File: src/rtl/csr_file_hpm.sv
// Machine-mode CSR file with trap/mret, interrupts and NUM_HPM event counters; CSR_VECTORED_MTVEC_EN enables vectored mtvec.
// Latency: reads combinational, updates at the next clk_i edge; mip lags the irq lines by 1 cycle; no backpressure.
module csr_file_hpm #(
    parameter int NUM_HPM   = 4,
    parameter int HPM_WIDTH = 40
) (
    input  logic                                  clk_i,
    input  logic                                  rst_i,
    input  logic                                  csr_req_i,
    input  logic [11:0]                           csr_addr_i,
    input  logic [1:0]                            csr_wtype_i,
    input  logic [31:0]                           csr_woperand_i,
    output logic [31:0]                           csr_rdata_o,
    output logic                                  csr_illegal_o,
    input  logic                                  retire_i,
    input  logic                                  trap_valid_i,
    input  logic                                  trap_is_irq_i,
    input  logic [30:0]                           trap_cause_i,
    input  logic [31:0]                           trap_pc_i,
    input  logic [31:0]                           trap_tval_i,
    input  logic                                  mret_i,
    input  logic [((NUM_HPM > 0) ? NUM_HPM : 1)-1:0] hpm_event_i,
    input  logic                                  irq_ext_i,
    input  logic                                  irq_timer_i,
    input  logic                                  irq_soft_i,
    output logic                                  irq_req_o,
    output logic [30:0]                           irq_cause_o,
    output logic [31:0]                           trap_handler_addr_o,
    output logic [31:0]                           mepc_o
);
    localparam int          HPMN      = (NUM_HPM > 0) ? NUM_HPM : 1;
    localparam logic [63:0] HPM_MASK  = (HPM_WIDTH >= 64) ? {64{1'b1}} : ((64'd1 << HPM_WIDTH) - 64'd1);
    localparam logic [63:0] INH_HPM64 = ((64'd1 << NUM_HPM) - 64'd1) << 3;
    localparam logic [31:0] INH_MASK  = 32'h0000_0005 | INH_HPM64[31:0];
`ifdef CSR_VECTORED_MTVEC_EN
    localparam logic [31:0] MTVEC_MASK = 32'hFFFF_FFFD;
`else
    localparam logic [31:0] MTVEC_MASK = 32'hFFFF_FFFC;
`endif

    logic        r_mstatus_mie;
    logic        r_mstatus_mpie;
    logic [31:0] r_mie;
    logic [31:0] r_mtvec;
    logic [31:0] r_inhibit;
    logic [31:0] r_mscratch;
    logic [31:0] r_mepc;
    logic [31:0] r_mcause;
    logic [31:0] r_mtval;
    logic [31:0] r_mip;
    logic [63:0] r_mcycle;
    logic [63:0] r_minstret;
    logic [63:0] w_hpm [HPMN];

    logic        w_hit;
    logic [31:0] w_rdata;
    logic [31:0] w_wdata;
    logic        w_we;
    logic [31:0] w_pend;

    always_comb begin
        w_rdata = 32'd0;
        w_hit   = 1'b1;
        case (csr_addr_i)
            12'h300: w_rdata = {24'd0, r_mstatus_mpie, 3'd0, r_mstatus_mie, 3'd0};
            12'h304: w_rdata = r_mie;
            12'h305: w_rdata = r_mtvec;
            12'h320: w_rdata = r_inhibit;
            12'h340: w_rdata = r_mscratch;
            12'h341: w_rdata = r_mepc;
            12'h342: w_rdata = r_mcause;
            12'h343: w_rdata = r_mtval;
            12'h344: w_rdata = r_mip;
            12'hB00: w_rdata = r_mcycle[31:0];
            12'hB80: w_rdata = r_mcycle[63:32];
            12'hB02: w_rdata = r_minstret[31:0];
            12'hB82: w_rdata = r_minstret[63:32];
            default: w_hit = 1'b0;
        endcase
        for (int k = 0; k < NUM_HPM; k++) begin
            if (csr_addr_i == 12'hB03 + 12'(k)) begin
                w_hit   = 1'b1;
                w_rdata = w_hpm[k][31:0];
            end
            if (csr_addr_i == 12'hB83 + 12'(k)) begin
                w_hit   = 1'b1;
                w_rdata = w_hpm[k][63:32];
            end
        end
    end

    assign csr_illegal_o = csr_req_i & (~w_hit | ((csr_wtype_i != 2'b00) & (csr_addr_i[11:10] == 2'b11)));
    assign csr_rdata_o   = csr_illegal_o ? 32'd0 : w_rdata;
    // Trap and mret take the writeback slot, so a CSR write alongside them is dropped.
    assign w_we = csr_req_i & (csr_wtype_i != 2'b00) & ~csr_illegal_o & ~trap_valid_i & ~mret_i;

    always_comb begin
        case (csr_wtype_i)
            2'b01:   w_wdata = csr_woperand_i;
            2'b10:   w_wdata = w_rdata | csr_woperand_i;
            2'b11:   w_wdata = w_rdata & ~csr_woperand_i;
            default: w_wdata = w_rdata;
        endcase
    end

    always_ff @(posedge clk_i or posedge rst_i) begin
        if (rst_i) begin
            r_mstatus_mie  <= 1'b0;
            r_mstatus_mpie <= 1'b0;
            r_mie          <= 32'd0;
            r_mtvec        <= 32'd0;
            r_inhibit      <= 32'd0;
            r_mscratch     <= 32'd0;
            r_mepc         <= 32'd0;
            r_mcause       <= 32'd0;
            r_mtval        <= 32'd0;
            r_mip          <= 32'd0;
        end else begin
            r_mip <= {20'd0, irq_ext_i, 3'd0, irq_timer_i, 3'd0, irq_soft_i, 3'd0};
            if (trap_valid_i) begin
                r_mepc         <= trap_pc_i & 32'hFFFF_FFFC;
                r_mcause       <= {trap_is_irq_i, trap_cause_i};
                r_mtval        <= trap_tval_i;
                r_mstatus_mpie <= r_mstatus_mie;
                r_mstatus_mie  <= 1'b0;
            end else if (mret_i) begin
                r_mstatus_mie  <= r_mstatus_mpie;
                r_mstatus_mpie <= 1'b1;
            end else if (w_we) begin
                case (csr_addr_i)
                    12'h300: begin
                        r_mstatus_mie  <= w_wdata[3];
                        r_mstatus_mpie <= w_wdata[7];
                    end
                    12'h304: r_mie      <= w_wdata & 32'h0000_0888;
                    12'h305: r_mtvec    <= w_wdata & MTVEC_MASK;
                    12'h320: r_inhibit  <= w_wdata & INH_MASK;
                    12'h340: r_mscratch <= w_wdata;
                    12'h341: r_mepc     <= w_wdata & 32'hFFFF_FFFC;
                    12'h342: r_mcause   <= w_wdata;
                    12'h343: r_mtval    <= w_wdata;
                    default: ;
                endcase
            end
        end
    end

    // A half-write replaces the increment for that cycle and leaves the other half untouched.
    function automatic logic [63:0] cnt_next(input logic [63:0] cur, input logic wr_lo,
                                             input logic wr_hi, input logic inc, input logic [31:0] wd);
        if (wr_lo)      return {cur[63:32], wd};
        else if (wr_hi) return {wd, cur[31:0]};
        else if (inc)   return cur + 64'd1;
        else            return cur;
    endfunction

    always_ff @(posedge clk_i or posedge rst_i) begin
        if (rst_i) begin
            r_mcycle   <= 64'd0;
            r_minstret <= 64'd0;
        end else begin
            r_mcycle   <= cnt_next(r_mcycle, w_we && csr_addr_i == 12'hB00, w_we && csr_addr_i == 12'hB80,
                                   ~r_inhibit[0], w_wdata);
            r_minstret <= cnt_next(r_minstret, w_we && csr_addr_i == 12'hB02, w_we && csr_addr_i == 12'hB82,
                                   retire_i & ~r_inhibit[2], w_wdata);
        end
    end

    for (genvar g = 0; g < NUM_HPM; g++) begin : g_hpm
        logic [63:0] r_cnt;
        always_ff @(posedge clk_i or posedge rst_i) begin
            if (rst_i) begin
                r_cnt <= 64'd0;
            end else begin
                r_cnt <= cnt_next(r_cnt, w_we && csr_addr_i == 12'hB03 + 12'(g),
                                  w_we && csr_addr_i == 12'hB83 + 12'(g),
                                  hpm_event_i[g] & ~r_inhibit[3+g], w_wdata) & HPM_MASK;
            end
        end
        assign w_hpm[g] = r_cnt;
    end
    if (NUM_HPM == 0) begin : g_no_hpm
        assign w_hpm[0] = 64'd0;
    end

    assign w_pend    = r_mip & r_mie;
    assign irq_req_o = r_mstatus_mie & (|w_pend);

    always_comb begin
        if (w_pend[11])     irq_cause_o = 31'd11;
        else if (w_pend[3]) irq_cause_o = 31'd3;
        else if (w_pend[7]) irq_cause_o = 31'd7;
        else                irq_cause_o = 31'd0;
    end

`ifdef CSR_VECTORED_MTVEC_EN
    assign trap_handler_addr_o = (r_mtvec[0] & irq_req_o) ? ({r_mtvec[31:2], 2'b00} + {irq_cause_o[29:0], 2'b00})
                                                          : {r_mtvec[31:2], 2'b00};
`else
    assign trap_handler_addr_o = {r_mtvec[31:2], 2'b00};
`endif
    assign mepc_o = r_mepc;

endmodule

File: config.mk
export PLATFORM = sky130hd
export DESIGN_NAME = csr_file_hpm
export DESIGN_NICKNAME = d
export VERILOG_FILES = /design/src/rtl/csr_file_hpm.sv
export SDC_FILE = /design/constraint.sdc
export NUM_CORES = 2
export LEC_CHECK = 0
export BUFFER_PORTS_ARGS = -buffer_cell sky130_fd_sc_hd__buf_2
export CAP_MARGIN = 20
export CORE_MARGIN = 4
export CORE_UTILIZATION = 45
export DETAILED_ROUTE_END_ITERATION = 8
export SYNTH_ARGS = -nofsm -noshare
export SYNTH_HDL_FRONTEND = slang
export SYNTH_SLANG_ARGS = --single-unit
File: constraint.sdc
create_clock -name clk_i -period 17.65 [get_ports clk_i]
set_input_delay 0.8825 -clock clk_i [delete_from_list [all_inputs] [get_ports clk_i]]
set_output_delay 0.8825 -clock clk_i [all_outputs]
set_load 0.01 [all_outputs]
==> qor.yml <==
global_routing:
  grt_pass1_wl_um: 219000
  antenna_found_initial: 12
  grt_pass1_vias: 29200
  grt_usage: 0.428
  grt_overflow: 0
  grt_max_degree: 173
clocking:
  cts_max_path_buffers: 3
  clkTransAtPathRegs_ns: 0.06
  clk_latency_ns: 0.64
  cts.sinks: 458
  htreeDepth: 2
  cts_tree: "built"
  post-cts-setup-buffer-count: 0
  ctsHoldBuffers: 0
  numCtsBuffers: 54
  cts_resized: 0
  clockRootBuffer: "clkbuf_16"
placed_design:
  dpl.hpwl_um: 112000
  io_buffer_count: 250
  placed_cell_area_um2: 32300
  place_congestion: 1.06
timing:
  hold_violations: 0
  slew_violations: 0
  clock.fmax_mhz: 172
  tightestPinTransition_ns: 1.31
  fin_crit_sh: 0.329
  setup_violations: 0
  maxSlewHeadroom: 0.117
  fin_crit_ns: 5.80
  rsz0062_at_grt: "no"
  fin_skew_ns: 0.0263
  tns_ns: 0
min_path:
  hp-class: "in2reg"
finish:
  drive_gt1_frac: 0.152
  multiInputGateArea_um2: 17500
  fill_cells: 6489
  fin_area_um2: 34100
  regArea_um2: 11500
  nets: 3864
  syn2layout_area_growth_pct: 13.0
  finalCoreUtilization: 0.515
logic_synthesis:
  synth_async_sr_flop_share: 1.00
  synth_edf_count: 0
  synth_top_area_share: 0.380
  synthTopCellsByArea: "dfrtp_1, nand2_1, o21ai_0"
  synth.avg_cell_area_um2: 8.47
  ys_dominant_reg_cell: "dfrtp_1"
  synth_warnings: 0
  synth_seq_area_share: 0.380
  ys_ff_latch: 458
  yosysTopAreaCell: "dfrtp_1"
  netlist_instances: 3560
  synth.distinct_cells: 99
  netlist_area_um2: 30100
drt:
  drt-total-wl_um: 157000
  drt-wirelength-per-cell_um: 34.1
  dr.pass1.iters: 8
  antenna_left: 0
  drc: 0
  initialDrtViolationCount: 4879
  vias: 32200
  vias_per_cell: 6.99
critical_path:
  r2r_start: "r_minstret[7]"
  end_kind: "output port"
  worstPathCellList: "buf_2 > buf_4 > nand4bb_1 > nor3_2 > buf_4 > a222oi_1 > and3_1 > a2111oi_2 > buf_2"
  r2r_cells: 8
  crit_family: "simple AND/OR/NAND/NOR gates"
  crit_start: "csr_addr_i[0]"
  required_ns: 16.77
  cp-endpoint: "csr_rdata_o[10]"
  critPathMaxFanout: 46
  start_kind: "input port"
  crit_cells: 9
  cp.buffers_inverters: 4
  r2r-end: "r_mstatus_mpie"
  slowest_stage: "nor3_2"
  crit_type: "in2out"
  crit_arrival_ns: 4.92
  cpPeakStageDelay_ns: 0.88
  r2r_slack_ns: 13.76
power_and_ir_drop:
  leakage_uw: 0.0143
  finalPower_uw: 2780
  ir_drop_v: 0.0000754
  p_per_area_nw_per_um2: 81.7
floorplanning:
  ios: 284
  die_y_um: 267
  initial_core_util: 0.456
  die_w_um: 267
  rows: 94
  core_area_um2: 66100
  die-area_um2: 71200
flow_run:
  cap_violations: 0
outcome:
  status: "finished, final reports clean"
## synthesized netlist by cell type, types with 10 or more instances
cell type  count
nor4b_1       11
nand3_1      154
o21a_1        10
or4_1         13
nand4_1      118
buf_4         38
xnor2_1      122
buf_1         14
o31ai_1       12
a221oi_1      34
o211ai_1      26
or3_1         21
a31oi_1       30
o21ai_1      107
o31a_1        15
nor3b_1       88
nor2b_1       16
nand2_1      413
buf_2         77
o221ai_1      27
nor2_1       199
dfrtp_1      458
nor4_1        34
inv_1         39
clkbuf_1     176
mux2_2        36
a221o_1       13
and3_1        78
o22ai_1       25
and4_1        33
a22o_1        19
a22oi_1       59
o21ai_0      286
a21o_1        19
nand2b_1      17
nor3_1        82
a21oi_1      238
mux2i_1       91
a211oi_1      30
and2_1        25
xor2_1        60
## power by group
part,switching (uW),leakage (uW),internal [uW]
clock,483,0.000844,635
sequential,128,0.00600,1120
combinational,273,0.00751,145
## worst min-delay path by stage
stage                  start            end  slack [ns]  cells after the start
6_report          irq_soft_i       r_mip[3]        0.36                      1
5_1_grt           irq_soft_i       r_mip[3]        0.35                      1
3_3_place_gp   r_mscratch[7]  r_mscratch[7]        0.46                      2
3_5_place_dp   r_mscratch[2]  r_mscratch[2]        0.47                      2
2_1_floorplan  r_mscratch[6]  r_mscratch[6]        0.45                      2
4_1_cts           irq_soft_i       r_mip[3]        0.34                      1
## worst register-to-register path: cells and delay by family (launching register included)
family          cells  cell delay [ns]
simple gates        2             0.68
flops               1             0.46
compound gates      4             1.44
buf+inv             1             0.49
mux                 1             0.68
## flip-flops by register name, summed over array words and instances, names as in the netlist
signal	flops
g_hpm.r_cnt	160
r_mcycle	64
r_minstret	64
r_mcause	32
r_mscratch	32
r_mtval	32
mepc_o	30
r_mtvec	30
r_inhibit	6
r_mie	3
r_mip	3
r_mstatus_mie	1
r_mstatus_mpie	1
## logic make-up (layout without fill, tap and decap cells)
family,count (synthesis),count (layout),synth area share
compound gates,1072,1072,0.230
flops,458,458,0.380
xor+xnor,182,182,0.0529
other cells,1,36,0.000124
fa+ha+maj,6,6,0.00249
mux,128,128,0.0444
simple gates,1366,1366,0.239
buf+inv,347,500,0.0514
## cells in the final DEF, fill, tap and decap left out, types with 13 or more instances in the layout
cell | synthesis | final
a211oi_1 | 30 | 28
a21o_1 | 19 | 19
a21oi_1 | 238 | 237
a221o_1 | 13 | 13
a221oi_1 | 34 | 30
a22o_1 | 19 | 19
a22oi_1 | 59 | 59
a31oi_1 | 30 | 30
and2_1 | 25 | 25
and3_1 | 78 | 78
and4_1 | 33 | 33
buf_2 | 77 | 250
buf_4 | 38 | 107
clkbuf_1 | 176 | 17
clkbuf_16 | 0 | 54
clkbuf_8 | 0 | 14
conb_1 | 1 | 31
dfrtp_1 | 458 | 458
inv_1 | 39 | 38
mux2_2 | 36 | 36
mux2i_1 | 91 | 91
nand2_1 | 413 | 408
nand2b_1 | 17 | 17
nand3_1 | 154 | 154
nand4_1 | 118 | 118
nor2_1 | 199 | 194
nor2b_1 | 16 | 16
nor3_1 | 82 | 79
nor3b_1 | 88 | 88
nor4_1 | 34 | 33
o211ai_1 | 26 | 26
o21ai_0 | 286 | 286
o21ai_1 | 107 | 106
o221ai_1 | 27 | 27
o22ai_1 | 25 | 24
o31a_1 | 15 | 14
or3_1 | 21 | 20
or4_1 | 13 | 13
xnor2_1 | 122 | 122
xor2_1 | 60 | 60
## per-layer routing
metal | track usage | up-vias | share of wire
met1 | 0.587 | 15800 | 0.38
met2 | 0.596 | 2405 | 0.40
met5 | 0 | - | 0.00023
li1 | - | 13500 | -
met3 | 0.124 | 498 | 0.13
met4 | 0.262 | 6 | 0.077
## per-stage QoR
step	std cells	worst slack (ns)	hold WS, ns
after floorplan	3590	4.00	0.445
after global placement	4507	11.64	0.458
after detailed placement	4508	11.72	0.467
after CTS	4604	12.12	0.341
after global routing	4608	11.96	0.353
final	4612	11.85	0.355
## cell type report
cell class,instances,share of cell area
diodes,5,0.000367
clock buffers,85,0.0472
clock inverters,11,0.00290
inverters,41,0.00474
multi-input cells,2785,0.514
flip-flops and latches,458,0.336
well taps,864,0.0317
repair buffers,363,0.0630
Power figures use the tool's default switching activity.
